File: src/rtl/ahb_pkg.sv
// Shared AHB-Lite encodings for the initiator and the peripheral-side responders.
// Only the transfer types and the fixed size/burst/response codes live here.
package ahb_pkg;

  typedef enum logic [1:0] {
    IDLE   = 2'b00,
    BUSY   = 2'b01,
    NONSEQ = 2'b10,
    SEQ    = 2'b11
  } htrans_t;

  localparam logic [2:0] HSIZE_BYTE    = 3'b000;
  localparam logic [2:0] HBURST_SINGLE = 3'b000;
  localparam logic       HRESP_OKAY    = 1'b0;
  localparam logic       HRESP_ERROR   = 1'b1;

endpackage

File: src/rtl/ahb_single_master.sv
// AHB-Lite initiator for single byte transfers: the address phase comes straight from the
// command port, the data phase is tracked by a small register set, and each transfer gets one response.
module ahb_single_master
  import ahb_pkg::*;
#(
  parameter int ADDR_W = 8,
  parameter int DATA_W = 8,
  parameter int WAIT_W = 4
) (
  input  logic              hclk,
  input  logic              hreset,
  input  logic              cmd_valid,
  output logic              cmd_ready,
  input  logic              cmd_write,
  input  logic [ADDR_W-1:0] cmd_addr,
  input  logic [DATA_W-1:0] cmd_wdata,
  output logic              rsp_valid,
  output logic [DATA_W-1:0] rsp_rdata,
  output logic              rsp_err,
  output logic [WAIT_W-1:0] rsp_wait,
  output logic [1:0]        htrans,
  output logic [ADDR_W-1:0] haddr,
  output logic              hwrite,
  output logic [2:0]        hsize,
  output logic [2:0]        hburst,
  output logic [DATA_W-1:0] hwdata,
  input  logic              hready,
  input  logic              hresp,
  input  logic [DATA_W-1:0] hrdata
);

  logic              r_dp_active;
  logic              r_dp_write;
  logic [WAIT_W-1:0] r_wait_cnt;
  logic [DATA_W-1:0] r_hwdata;
  logic              r_rsp_valid;
  logic [DATA_W-1:0] r_rsp_rdata;
  logic              r_rsp_err;
  logic [WAIT_W-1:0] r_rsp_wait;

  logic w_err1;
  logic w_issue;
  logic w_accept;
  logic w_complete;

  // First cycle of a two-cycle ERROR: the next address phase must be withdrawn.
  assign w_err1     = r_dp_active && (hresp == HRESP_ERROR) && !hready;
  assign w_issue    = cmd_valid && !w_err1 && !hreset;
  assign w_accept   = w_issue && hready;
  assign w_complete = r_dp_active && hready;

  assign cmd_ready = hready && !w_err1 && !hreset;
  assign htrans    = w_issue ? NONSEQ : IDLE;
  assign haddr     = cmd_addr;
  assign hwrite    = cmd_write;
  assign hsize     = HSIZE_BYTE;
  assign hburst    = HBURST_SINGLE;
  assign hwdata    = r_hwdata;

  assign rsp_valid = r_rsp_valid;
  assign rsp_rdata = r_rsp_rdata;
  assign rsp_err   = r_rsp_err;
  assign rsp_wait  = r_rsp_wait;

  always_ff @(posedge hclk or posedge hreset) begin
    if (hreset) begin
      r_dp_active <= 1'b0;
      r_dp_write  <= 1'b0;
      r_wait_cnt  <= '0;
      r_hwdata    <= '0;
    end else begin
      if (w_accept) begin
        r_dp_active <= 1'b1;
        r_dp_write  <= cmd_write;
        r_wait_cnt  <= '0;
        if (cmd_write) begin
          r_hwdata <= cmd_wdata;
        end
      end else if (hready) begin
        r_dp_active <= 1'b0;
      end
      // Acceptance needs hready, so this never collides with the clear above.
      if (r_dp_active && !hready && (r_wait_cnt != {WAIT_W{1'b1}})) begin
        r_wait_cnt <= r_wait_cnt + 1'b1;
      end
    end
  end

  always_ff @(posedge hclk or posedge hreset) begin
    if (hreset) begin
      r_rsp_valid <= 1'b0;
      r_rsp_rdata <= '0;
      r_rsp_err   <= 1'b0;
      r_rsp_wait  <= '0;
    end else begin
      r_rsp_valid <= w_complete;
      if (w_complete) begin
        r_rsp_rdata <= r_dp_write ? '0 : hrdata;
        r_rsp_err   <= hresp;
        r_rsp_wait  <= r_wait_cnt;
      end
    end
  end

endmodule

File: config.mk
export PLATFORM = sky130hd
export DESIGN_NAME = ahb_single_master
export DESIGN_NICKNAME = d
export VERILOG_FILES = /design/src/rtl/ahb_pkg.sv /design/src/rtl/ahb_single_master.sv
export SDC_FILE = /design/constraint.sdc
export NUM_CORES = 1
export LEC_CHECK = 0
export BUFFER_PORTS_ARGS = -buffer_cell sky130_fd_sc_hd__clkbuf_2
export CAP_MARGIN = 20
export CORE_MARGIN = 10
export CORE_UTILIZATION = 44
export CTS_CLUSTER_SIZE = 20
export DETAILED_ROUTE_END_ITERATION = 7
export HOLD_SLACK_MARGIN = 0.03
export PLACE_DENSITY = 0.79
export SLEW_MARGIN = 10
export SYNTH_ARGS = -nofsm -noshare
export SYNTH_HDL_FRONTEND = slang
export SYNTH_SLANG_ARGS = --single-unit
File: constraint.sdc
create_clock -name hclk -period 2.03 [get_ports hclk]
set_input_delay 0.406 -clock hclk [delete_from_list [all_inputs] [get_ports hclk]]
set_output_delay 0.406 -clock hclk [all_outputs]
set_load 0.05 [all_outputs]
==> metrics.log, run 1 <==
[metrics] status: finished clean
[metrics] Pre-Repair DR Iteration Count: 4
[metrics] type of the tightest min-delay check: input pin to asynchronous set/reset pin
[metrics] full die area: 0.00550 sq mm
[metrics] HPWL after DPL: 2320 um
[metrics] CP Max Fanout: 5
[metrics] final net count: 186
[metrics] via density per instance: 4.96
[metrics] aggregate routed wire length: 2830 um
[metrics] share of synthesized flip-flops with an asynchronous set or reset: 100%
[metrics] ant diodes: 0
[metrics] sum of negative setup slack: 0 ps
[metrics] Crit path arrival time: 1390 ps
[metrics] CTS clock-pin slew for the worst setup and hold paths: 150 ps
[metrics] post-route cell area: 0.00153 sq mm
[metrics] Starting DRT DRC Count: 26
[metrics] Setup crit end kind: output port
[metrics] Vias: 917
[metrics] utilization after layout: 55.0%
[metrics] wire per inst: 15.3 um
[metrics] LEAKAGE: 0.830 nW
[metrics] total power of the final layout: 1.77 mW
[metrics] DRC: 0
[metrics] Seq cells post-synth: 28
[metrics] Cell Area, Synth: 0.00129 sq mm
[metrics] Area Overhead vs Synth: 18.4%
[metrics] post-cts gate resize count: 0
[metrics] Netlist cell types: 24
[metrics] PwrDens: 1160 mW/mm^2
[metrics] fmax: 557 MHz
[metrics] worst hold-check slack: 159 ps
[metrics] wire length of the first global-routing pass: 4550 um
[metrics] Area after DPL: 0.00148 sq mm
[metrics] CTS Buf Count: 3
[metrics] register-to-register setup slack: 710 ps
[metrics] TritonCTS clock tree: yes
[metrics] maximum vdd ir drop: 0.787 mV
[metrics] type of origin of the critical path: flop
[metrics] per-instance average area after synthesis: 11.2 sq um
[metrics] horizontal extent of the die: 74.2 um
[metrics] Final Slew Violations: 0
[metrics] placement row count: 19
[metrics] maximum number of pins on one net before global-route repair: 29
[metrics] Initial Utilization: 46.4%
[metrics] count of antenna-violating nets left after detailed routing: 0
[metrics] EDFF count, synth: 0
[metrics] setup repair after global routing missed its margin: no
[metrics] Clk Tree Root Cell: sky130_fd_sc_hd__clkbuf_4
[metrics] DIE HEIGHT: 74.2 um
[metrics] number of global-route vias before repair: 1,020
[metrics] number of setup buffers added after CTS: 0
[metrics] all-layer global routing usage: 10.2%
[metrics] Hold Violations, Final: 0
[metrics] final worst clock skew: 9.47 ps
[metrics] Top FF cell, synth: sky130_fd_sc_hd__dfrtp_1
[metrics] total grt overflow: 0
[metrics] number of warning messages in the yosys log: 0
[metrics] Data required, critical path: 1620 ps
[metrics] Final period util: 88.4%
[metrics] ratio of cells with drive above 1 in the final layout: 43.5%
[metrics] number of antenna violations at the first check in global routing: 0
[metrics] number of port buffers: 46
[metrics] total clock sinks: 28
[metrics] I/O pin cnt: 70
[metrics] Post-Syn Instances: 115
[metrics] number of H-tree branching levels: 1
[metrics] clk buf depth: 2
[metrics] final critical delay including setup and external delays: 1790 ps
[metrics] Seq/Total Area, Yosys: 54.3%
[metrics] number of setup violations in the final report: 0
[metrics] worst-skew pair later-pin latency: 320 ps
[metrics] Core Footprint: 0.00278 sq mm
[metrics] Worst Setup Path Type: flop to output port
[metrics] global placer's final weighted congestion: 0.764
[metrics] number of buffers inserted for hold repair after clock tree synthesis: 0
[metrics] Max Cap Viol: 0
==> placed cells by master, fill, tap and decap left out, types with 2 or more instances in the layout <==
cell type	instances
sky130_fd_sc_hd__a21oi_1	2
sky130_fd_sc_hd__buf_4	2
sky130_fd_sc_hd__clkbuf_2	45
sky130_fd_sc_hd__clkbuf_4	3
sky130_fd_sc_hd__conb_1	7
sky130_fd_sc_hd__dfrtp_1	28
sky130_fd_sc_hd__inv_1	2
sky130_fd_sc_hd__mux2_2	13
sky130_fd_sc_hd__nand2_1	14
sky130_fd_sc_hd__nand2b_1	9
sky130_fd_sc_hd__nand3_1	4
sky130_fd_sc_hd__nor2b_1	2
sky130_fd_sc_hd__o211ai_1	3
sky130_fd_sc_hd__o21ai_0	8
==> final cells by class <==
type,count,area (sq um)
Clock inverter,1,30.0
Inverter,2,7.51
Sequential cell,28,701
Tap cell,31,38.8
Clock buffer,3,22.5
Fill cell,250,1250
Timing Repair Buffer,48,260
Multi-Input combinational cell,72,469
==> through the flow <==
step / setup slack [ps] / instances
finish: 235 / 185
global route: 172 / 185
CTS: 228 / 185
detailed placement: 491 / 181
global placement: 533 / 181
floorplan: 182 / 121
==> routing by layer <==
layer | track usage, % | share of wire (%) | up-vias
met5 | 0 | 0 | -
met4 | 4.97 | 1.3 | 0
met3 | 3.99 | 12 | 4
met2 | 17.6 | 49 | 33
met1 | 10.7 | 37 | 434
li1 | - | - | 446
==> flip-flops by register name, indices dropped and copies added (netlist names) <==
name and count:
hwdata 8, rsp_rdata 8, r_wait_cnt 4, rsp_wait 4
r_dp_active 1, r_dp_write 1, rsp_err 1, rsp_valid 1
==> synth_stat cells, drive strengths merged, types with 2 or more instances <==
master / instances / area [sq um]
o211ai: 3 / 22.5
inv: 2 / 7.51
a21oi: 2 / 10.0
buf: 18 / 133
dfrtp: 28 / 701
nor2b: 2 / 12.5
nand2b: 9 / 56.3
mux2: 13 / 146
nand2: 15 / 63.8
o21ai: 8 / 40.0
nand3: 4 / 20.0
==> worst max-delay path, cell delays in order, from the launching register on <==
cell and delay [ps]:
sky130_fd_sc_hd__dfrtp_1 420, sky130_fd_sc_hd__nor2b_1 180, sky130_fd_sc_hd__a21oi_1 290, sky130_fd_sc_hd__buf_12 180
==> worst paths after layout <==
| check | from | endpoint | cells after the start |
|---|---|---|---|
| worst min-delay path | hreset | hwdata[6] | 3 |
| worst max register to register | r_wait_cnt[0] | r_wait_cnt[3] | 4 |
| min in group hclk | cmd_wdata[5] | hwdata[5] | 2 |
| max in group asynchronous | hreset | rsp_rdata[5] | 3 |
| worst min register to register | rsp_rdata[4] | rsp_rdata[4] | 2 |
| worst max-delay path | r_dp_active | htrans[1] | 3 |
==> where the power goes <==
group / switching (mW) / internal, mW / total, mW
registers: 0.0702 / 0.669 / 0.739
clock network: 0.155 / 0.200 / 0.355
logic: 0.510 / 0.167 / 0.678
total: 0.736 / 1.04 / 1.77
==> cells by family (layout without fill, tap and decap cells) <==
logic type,after synthesis,after routing,share of synthesized area (%)
mux,13,13,11.3
flops,28,28,54.3
fa+ha+maj,1,1,0.969
other cells,1,7,0.290
simple gates,37,37,15.8
buf+inv,21,54,11.1
compound gates,14,14,6.20
Power figures use the tool's default switching activity.
==> run 2: changes to the inputs <==
--- a/config.mk
+++ b/config.mk
@@ -5,15 +5,16 @@
 export SDC_FILE = /design/constraint.sdc
 export NUM_CORES = 1
 export LEC_CHECK = 0
+export ABC_AREA = 1
 export BUFFER_PORTS_ARGS = -buffer_cell sky130_fd_sc_hd__clkbuf_2
 export CAP_MARGIN = 20
 export CORE_MARGIN = 10
 export CORE_UTILIZATION = 44
 export CTS_CLUSTER_SIZE = 20
 export DETAILED_ROUTE_END_ITERATION = 7
+export GPL_ROUTABILITY_DRIVEN = 0
 export HOLD_SLACK_MARGIN = 0.03
-export PLACE_DENSITY = 0.79
-export SLEW_MARGIN = 10
+export PLACE_DENSITY = 0.78
 export SYNTH_ARGS = -nofsm -noshare
 export SYNTH_HDL_FRONTEND = slang
 export SYNTH_SLANG_ARGS = --single-unit
==> run 2 against run 1 <==
  * Die area grew 3.0%
  * Clock power is 25% lower
  * Non-clock buffer count is 1 lower
  * Critical path depth is 1 higher
  * Critical endpoint unchanged
  * Sequential cell count unchanged
  * Core utilization shrank 3.1 points
==> metrics.log, run 2 <==
[metrics] aggregate routed wire length: 2800 um (-1.1%)
[metrics] Synth Area in Simple Gates: 26.0% (+10 points)
[metrics] Hold Violations, Final: 0 (unchanged)
[metrics] wire length of the first global-routing pass: 4340 um (-4.7%)
[metrics] R2R Path Start: r_dp_active
[metrics] Setup crit end kind: output port
[metrics] compound-cell area share of the yosys netlist: 6.23% (+0.031 points)
[metrics] final worst clock skew: 4.24 ps (-5.22 ps)
[metrics] DRC: 0 (unchanged)
[metrics] total grt overflow: 0 (unchanged)
[metrics] top cell types by occurrence after synthesis: sky130_fd_sc_hd__nand2_1 (64), sky130_fd_sc_hd__dfrtp_1 (28), sky130_fd_sc_hd__buf_4 (17)
[metrics] Final Slew Violations: 0 (unchanged)
[metrics] Vias: 995 (+8.5%)
[metrics] full die area: 0.00567 sq mm (+3.0%)
[metrics] fmax: 599 MHz (+7.6%)
[metrics] area of the multi-input gates: 473 sq um (+0.80%)
[metrics] PwrDens: 1070 mW/mm^2 (-8.0%)
[metrics] CTS Buf Count: 3 (unchanged)
[metrics] ant diodes: 0 (unchanged)
[metrics] number of warning messages in the yosys log: 0 (unchanged)
[metrics] number of buffers inserted for hold repair after clock tree synthesis: 0 (unchanged)
[metrics] final net count: 222 (+19%)
[metrics] Initial Utilization: 45.2% (-1.3 points)
[metrics] FF/Latch Area: 701 sq um (unchanged)
[metrics] internal power component: 0.912 mW (-12%)
[metrics] number of global-route vias before repair: 979 (-4.0%)
[metrics] number of H-tree branching levels: 1 (unchanged)
[metrics] total power of the final layout: 1.65 mW (-7.1%)
[metrics] total clock sinks: 28 (unchanged)
[metrics] number of setup buffers added after CTS: 0 (unchanged)
[metrics] type of origin of the critical path: flop
[metrics] EDFF count, synth: 0 (unchanged)
[metrics] cell with the most instances after synthesis: sky130_fd_sc_hd__nand2_1
[metrics] top-area cell type share of the netlist area: 52.1% (-2.2 points)
[metrics] number of cells on the worst reg-to-reg path: 4 (unchanged)
[metrics] met3 wirelength from detailed routing: 343 um (+1.2%)
[metrics] I/O pin cnt: 70 (unchanged)
[metrics] clk buf depth: 2 (unchanged)
[metrics] Max Cap Viol: 0 (unchanged)
[metrics] Starting DRT DRC Count: 71 (+170%)
[metrics] TritonCTS clock tree: yes
[metrics] Top FF cell, synth: sky130_fd_sc_hd__dfrtp_1
[metrics] register-to-register setup slack: 830 ps (+120 ps)
[metrics] CTS clock-pin slew for the worst setup and hold paths: 150 ps (about the same)
[metrics] Detail Route met2 WL: 1220 um (-13%)
[metrics] maximum number of pins on one net before global-route repair: 30 (+3.4%)
[metrics] DIE HEIGHT: 75.3 um (+1.5%)
[metrics] cell chain of the critical path: nand2_1 > inv_1 > a21oi_1 > buf_12
[metrics] Area Overhead vs Synth: 14.9%
[metrics] via density per instance: 4.46 (-10%)
[metrics] type of the tightest min-delay check: input pin to asynchronous set/reset pin
[metrics] all-layer global routing usage: 9.66% (-0.58 points)
[metrics] status: finished clean
[metrics] endpoint of the worst register-to-register path: rsp_wait[1]
[metrics] sum of negative setup slack: 0 ps (unchanged)
[metrics] register share of total power: 44.4% (+2.7 points)
[metrics] Netlist cell types: 22 (-8.3%)
[metrics] category of cells accounting for the largest share of critical-path delay: flip-flops
[metrics] Pre-Repair DR Iteration Count: 4 (unchanged)
[metrics] leading area contributor after synthesis: sky130_fd_sc_hd__dfrtp_1
[metrics] slowest cell on the critical path: sky130_fd_sc_hd__dfrtp_1
[metrics] xor-xnor portion of the synthesized cell area: 0% (unchanged)
[metrics] maximum vdd ir drop: 0.448 mV (-43%)
[metrics] CP Max Fanout: 3 (-2)
[metrics] Critical path buffers and inverters: 2 (+1)
[metrics] final critical delay including setup and external delays: 1670 ps (-127 ps)
[metrics] Seq/Total Area, Yosys: 52.1% (-2.2 points)
[metrics] top cells by area, synth: sky130_fd_sc_hd__dfrtp_1 (52%), sky130_fd_sc_hd__nand2_1 (18%), sky130_fd_sc_hd__buf_4 (9.5%)
[metrics] most common cell after layout, fill and taps aside: sky130_fd_sc_hd__nand2_1
[metrics] placement row count: 20 (+1)
[metrics] setup repair after global routing missed its margin: no
[metrics] number of cells on the critical path: 4 (+1)
[metrics] Data required, critical path: 1620 ps (about the same)
[metrics] per-instance average area after synthesis: 8.85 sq um (-21%)
[metrics] ratio of cells with drive above 1 in the final layout: 32.6% (-11 points)
[metrics] multiplexer share of the synthesized area: 0% (-11 points)
[metrics] post-cts gate resize count: 0 (unchanged)
[metrics] Worst Setup Path Type: flop to output port
[metrics] switching pwr: 0.734 mW (-0.23%)
[metrics] Post-Syn Instances: 152 (+32%)
[metrics] Clk Tree Root Cell: sky130_fd_sc_hd__clkbuf_4
[metrics] Seq cells post-synth: 28 (unchanged)
[metrics] horizontal extent of the die: 75.3 um (+1.5%)
[metrics] Filler Cell Count: 306 (+22%)
[metrics] main combinational cell family by area after synthesis: simple AND/OR/NAND/NOR gates
[metrics] share of synthesized cell area in full adder, half adder and majority cells: 0.930% (-0.039 points)
[metrics] switching share of power: 44.6% (+3.1 points)
[metrics] HPWL after DPL: 2210 um (-4.4%)
[metrics] LEAKAGE: 0.924 nW (+11%)
[metrics] number of port buffers: 46 (unchanged)
[metrics] combinational cell fraction of total power: 39.3% (+1.0 points)
[metrics] share of synthesized flip-flops with an asynchronous set or reset: 100% (unchanged)
[metrics] wire per inst: 12.6 um (-18%)
[metrics] Final period util: 82.2% (-6.2 points)
[metrics] proportion of power drawn by the clock network: 16.3% (-3.7 points)
[metrics] Crit path arrival time: 1260 ps (-130 ps)
[metrics] count of antenna-violating nets left after detailed routing: 0 (unchanged)
[metrics] Cell Area, Synth: 0.00135 sq mm (+4.2%)
[metrics] number of setup violations in the final report: 0 (unchanged)
[metrics] Top Layer Used: met4
[metrics] worst-skew pair later-pin latency: 320 ps (about the same)
[metrics] number of antenna violations at the first check in global routing: 0 (unchanged)
[metrics] Core Footprint: 0.00298 sq mm (+7.1%)
[metrics] Slowest Stage Delay on Critical Path: 440 ps (+20 ps)
[metrics] met1 routed wirelength after detailed routing: 1220 um (+15%)
[metrics] commonest cells after routing, fill and taps aside: sky130_fd_sc_hd__nand2_1 (64), sky130_fd_sc_hd__clkbuf_2 (45), sky130_fd_sc_hd__dfrtp_1 (28)
run 2: worst max path at each step:
stage | startpoint | end
2_1_floorplan | hreset | htrans[1]
3_3_place_gp | hreset | hwdata[7]
3_5_place_dp | hreset | hwdata[1]
4_1_cts | r_dp_active | htrans[1]
5_1_grt | r_dp_active | htrans[1]
6_report | r_dp_active | htrans[1]
run 2: logic make-up (layout without fill, tap and decap cells):
logic type / after synthesis / in the layout
flops: 28 / 28
buf+inv: 30 / 62
simple gates: 79 / 79
compound gates: 13 / 13
fa+ha+maj: 1 / 1
other cells: 1 / 7
run 2: stage by stage:
stage	area (sq um)	util (%)	hold slack [ps]	worst slack, ps	instances
6_report	1550	51.9	145	362	223
5_1_grt	1550	51.9	184	290	223
4_1_cts	1550	51.9	151	349	223
3_5_place_dp	1510	50.7	465	457	219
3_3_place_gp	1510	50.7	457	494	219
2_1_floorplan	1370	-	502	129	158
run 2: cell type report:
cell class,instances,area share [%]
inverters,11,2.67
clock buffers,4,2.35
well taps,33,2.67
multi-input cells,100,30.6
flip-flops and latches,28,45.3
repair buffers,47,16.4
run 2: routing by layer:
| metal | global-route usage (%) | vias up |
|---|---|---|
| met1 | 11.4 | 425 |
| li1 | - | 525 |
| met3 | 4.17 | 2 |
| met2 | 15.2 | 43 |
| met4 | 3.71 | 0 |
| met5 | 0 | - |
run 2: power groups by stage:
stage | registers [mW] | clock network [mW] | logic [mW]
final | 0.731 | 0.268 | 0.647
after floorplan | 1.04 | 0 | 0.245
after global routing | 0.746 | 0.293 | 0.699
after detailed placement | 0.743 | 0 | 0.657
after CTS | 0.732 | 0.277 | 0.657
after global placement | 0.741 | 0 | 0.648
run 2: worst register-to-register path: stages, from the launching register on:
cell and delay, ps:
sky130_fd_sc_hd__dfrtp_1 440, sky130_fd_sc_hd__nand2_2 360, sky130_fd_sc_hd__inv_1 170, sky130_fd_sc_hd__nand2_1 90, sky130_fd_sc_hd__nand2_1 50
==> run 3: changes to the inputs <==
--- a/config.mk
+++ b/config.mk
@@ -5,7 +5,7 @@
 export SDC_FILE = /design/constraint.sdc
 export NUM_CORES = 1
 export LEC_CHECK = 0
-export ABC_AREA = 1
+export ABC_AREA = 0
 export BUFFER_PORTS_ARGS = -buffer_cell sky130_fd_sc_hd__clkbuf_2
 export CAP_MARGIN = 20
 export CORE_MARGIN = 10
@@ -14,7 +14,7 @@
 export DETAILED_ROUTE_END_ITERATION = 7
 export GPL_ROUTABILITY_DRIVEN = 0
 export HOLD_SLACK_MARGIN = 0.03
-export PLACE_DENSITY = 0.78
+export PLACE_DENSITY = 0.79
 export SYNTH_ARGS = -nofsm -noshare
 export SYNTH_HDL_FRONTEND = slang
 export SYNTH_SLANG_ARGS = --single-unit
==> constraint.sdc (replaced) <==
create_clock -name hclk -period 1.7 [get_ports hclk]
set_input_delay 0.34 -clock hclk [delete_from_list [all_inputs] [get_ports hclk]]
set_output_delay 0.34 -clock hclk [all_outputs]
set_load 0.05 [all_outputs]
==> run 3 against run 2 <==
  * Via count is 11% lower
  * Critical path depth down 1
  * Sequential share of layout area grew 1.4 points
  * Largest cell class unchanged
  * Routed wire length is 4.9% higher
  * Clock skew rose by 2.4 ps
  * Highest routed layer unchanged
  * Design area down 2.9%
  * Largest power group unchanged
  * Critical path type unchanged
  * Power rose by 18%
  * Worst hold slack got worse by 27 ps
  * Critical endpoint unchanged
==> metrics.log, run 3 (synthesized netlist as in run 1, its figures left out) <==
[metrics] Data required, critical path: 1360 ps (-260 ps)
[metrics] HPWL after DPL: 2380 um (+7.6%)
[metrics] endpoint of the worst register-to-register path: r_wait_cnt[0]
[metrics] fmax: 630 MHz
[metrics] LEAKAGE: 0.808 nW (-13%)
[metrics] Pre-Repair DR Iteration Count: 4 (unchanged)
[metrics] clk buf depth: 2 (unchanged)
[metrics] ratio of cells with drive above 1 in the final layout: 45.1% (+12 points)
[metrics] Initial Utilization: 46.4% (+1.3 points)
[metrics] final critical delay including setup and external delays: 1590 ps
[metrics] setup repair after global routing missed its margin: no
[metrics] ant diodes: 0 (unchanged)
[metrics] Vias: 888 (-11%)
[metrics] post-cts gate resize count: 2 (+2)
[metrics] cell chain of the critical path: nor2b_2 > a21oi_2 > buf_6
[metrics] Slowest Stage Delay on Critical Path: 410 ps (-30 ps)
[metrics] Clk Tree Root Cell: sky130_fd_sc_hd__clkbuf_4
[metrics] number of H-tree branching levels: 1 (unchanged)
[metrics] Final Slew Violations: 0 (unchanged)
[metrics] maximum vdd ir drop: 0.902 mV (+100%)
[metrics] horizontal extent of the die: 74.2 um (-1.5%)
[metrics] DIE HEIGHT: 74.2 um (-1.5%)
[metrics] worst-skew pair later-pin latency: 320 ps (about the same)
[metrics] Setup crit end kind: output port
[metrics] TritonCTS clock tree: yes
[metrics] CP Max Fanout: 5 (+2)
[metrics] sum of negative setup slack: 0 ps (unchanged)
[metrics] full die area: 0.00550 sq mm (-3.0%)
[metrics] status: finished clean
[metrics] Placement Setup Slack: 233 ps (-224 ps)
[metrics] most common cell after layout, fill and taps aside: sky130_fd_sc_hd__clkbuf_2
[metrics] PwrDens: 1300 mW/mm^2 (+22%)
[metrics] aggregate routed wire length: 2940 um (+4.9%)
[metrics] maximum number of pins on one net before global-route repair: 29 (-3.3%)
[metrics] Max Cap Viol: 0 (unchanged)
[metrics] final net count: 186 (-16%)
[metrics] number of port buffers: 46 (unchanged)
[metrics] Filler Cell Count: 243 (-21%)
[metrics] total clock sinks: 28 (unchanged)
[metrics] Starting DRT DRC Count: 34 (-52%)
[metrics] Final period util: 93.3%
[metrics] count of antenna-violating nets left after detailed routing: 0 (unchanged)
[metrics] number of setup violations in the final report: 0 (unchanged)
[metrics] number of global-route vias before repair: 992 (+1.3%)
[metrics] number of antenna violations at the first check in global routing: 0 (unchanged)
[metrics] final worst clock skew: 6.64 ps (+2.40 ps)
[metrics] R2R Path Start: r_wait_cnt[0]
[metrics] total grt overflow: 0 (unchanged)
[metrics] type of the tightest min-delay check: input pin to asynchronous set/reset pin
[metrics] type of origin of the critical path: flop
[metrics] wire per inst: 16.0 um (+27%)
[metrics] number of buffers inserted for hold repair after clock tree synthesis: 0 (unchanged)
[metrics] wire length of the first global-routing pass: 4760 um (+9.7%)
[metrics] register-to-register setup slack: 400 ps (-430 ps)
[metrics] Area Overhead vs Synth: 16.2%
[metrics] Core Footprint: 0.00278 sq mm (-6.6%)
[metrics] commonest cells after routing, fill and taps aside: sky130_fd_sc_hd__clkbuf_2 (45), sky130_fd_sc_hd__dfrtp_1 (28), sky130_fd_sc_hd__nand2_1 (14)
[metrics] DRC: 0 (unchanged)
[metrics] worst setup margin: 114 ps (-248 ps)
[metrics] I/O pin cnt: 70 (unchanged)
[metrics] number of cells on the worst reg-to-reg path: 4 (unchanged)
[metrics] CTS Buf Count: 3 (unchanged)
[metrics] Worst Setup Path Type: flop to output port
[metrics] all-layer global routing usage: 10.9% (+1.2 points)
[metrics] placement row count: 19 (-5.0%)
[metrics] via density per instance: 4.83 (+8.2%)
[metrics] number of setup buffers added after CTS: 0 (unchanged)
[metrics] slowest cell on the critical path: sky130_fd_sc_hd__dfrtp_1
[metrics] Hold Violations, Final: 0 (unchanged)
[metrics] CTS clock-pin slew for the worst setup and hold paths: 130 ps (-20 ps)
[metrics] Crit path arrival time: 1250 ps (about the same)
-- run 3: area by class of cell --
cell class | instances | area, sq um | share of cell area [%]
inverter | 2 | 11.3 | 0.751
tap | 31 | 38.8 | 2.59
timing repair buffer | 48 | 251 | 16.8
sequential | 28 | 701 | 46.7
multi-input combinational | 72 | 475 | 31.7
clock buffer | 3 | 22.5 | 1.50
-- run 3: through the flow --
stage	hold slack [ps]	instances	utilization (%)	instance area (sq um)	power [mW]
finish	118	184	53.9	1500	1.95
global route	118	184	53.9	1500	2.08
CTS	114	184	53.7	1490	1.98
detailed placement	474	181	52.7	1470	1.71
global placement	459	181	52.7	1470	1.69
floorplan	247	121	-	1320	1.56
-- run 3: how the worst max path moves through the flow --
stage	from	end	slack, ps	cells past startpoint
floorplan	hreset	htrans[1]	230	4
global placement	hready	htrans[1]	300	4
detailed placement	hready	htrans[1]	230	4
CTS	r_dp_active	htrans[1]	20	3
global route	r_dp_active	htrans[1]	10	3
finish	r_dp_active	htrans[1]	110	3
-- run 3: layer usage --
metal / up-vias / wire length (um) / GRT usage, % / share of wire, %
met1: 415 / 1030 / 11.7 / 35
met3: 2 / 359 / 4.65 / 12
met2: 30 / 1530 / 18.7 / 52
met4: 0 / 15 / 3.93 / 0.51
li1: 441 / - / - / -
met5: - / 0 / 0 / 0
-- run 3: worst max-delay path, delay by kind of cell (launching register included) --
family | cells | cell delay (ps)
AOI/OAI and AO/OA | 1 | 150
buffers and inverters | 1 | 170
and+or+nand+nor | 1 | 200
DFF | 1 | 410
-- run 3: power breakdown --
| part | internal [mW] | switching [mW] |
|---|---|---|
| registers | 0.798 | 0.0827 |
| logic | 0.199 | 0.610 |
| clock network | 0.0829 | 0.176 |
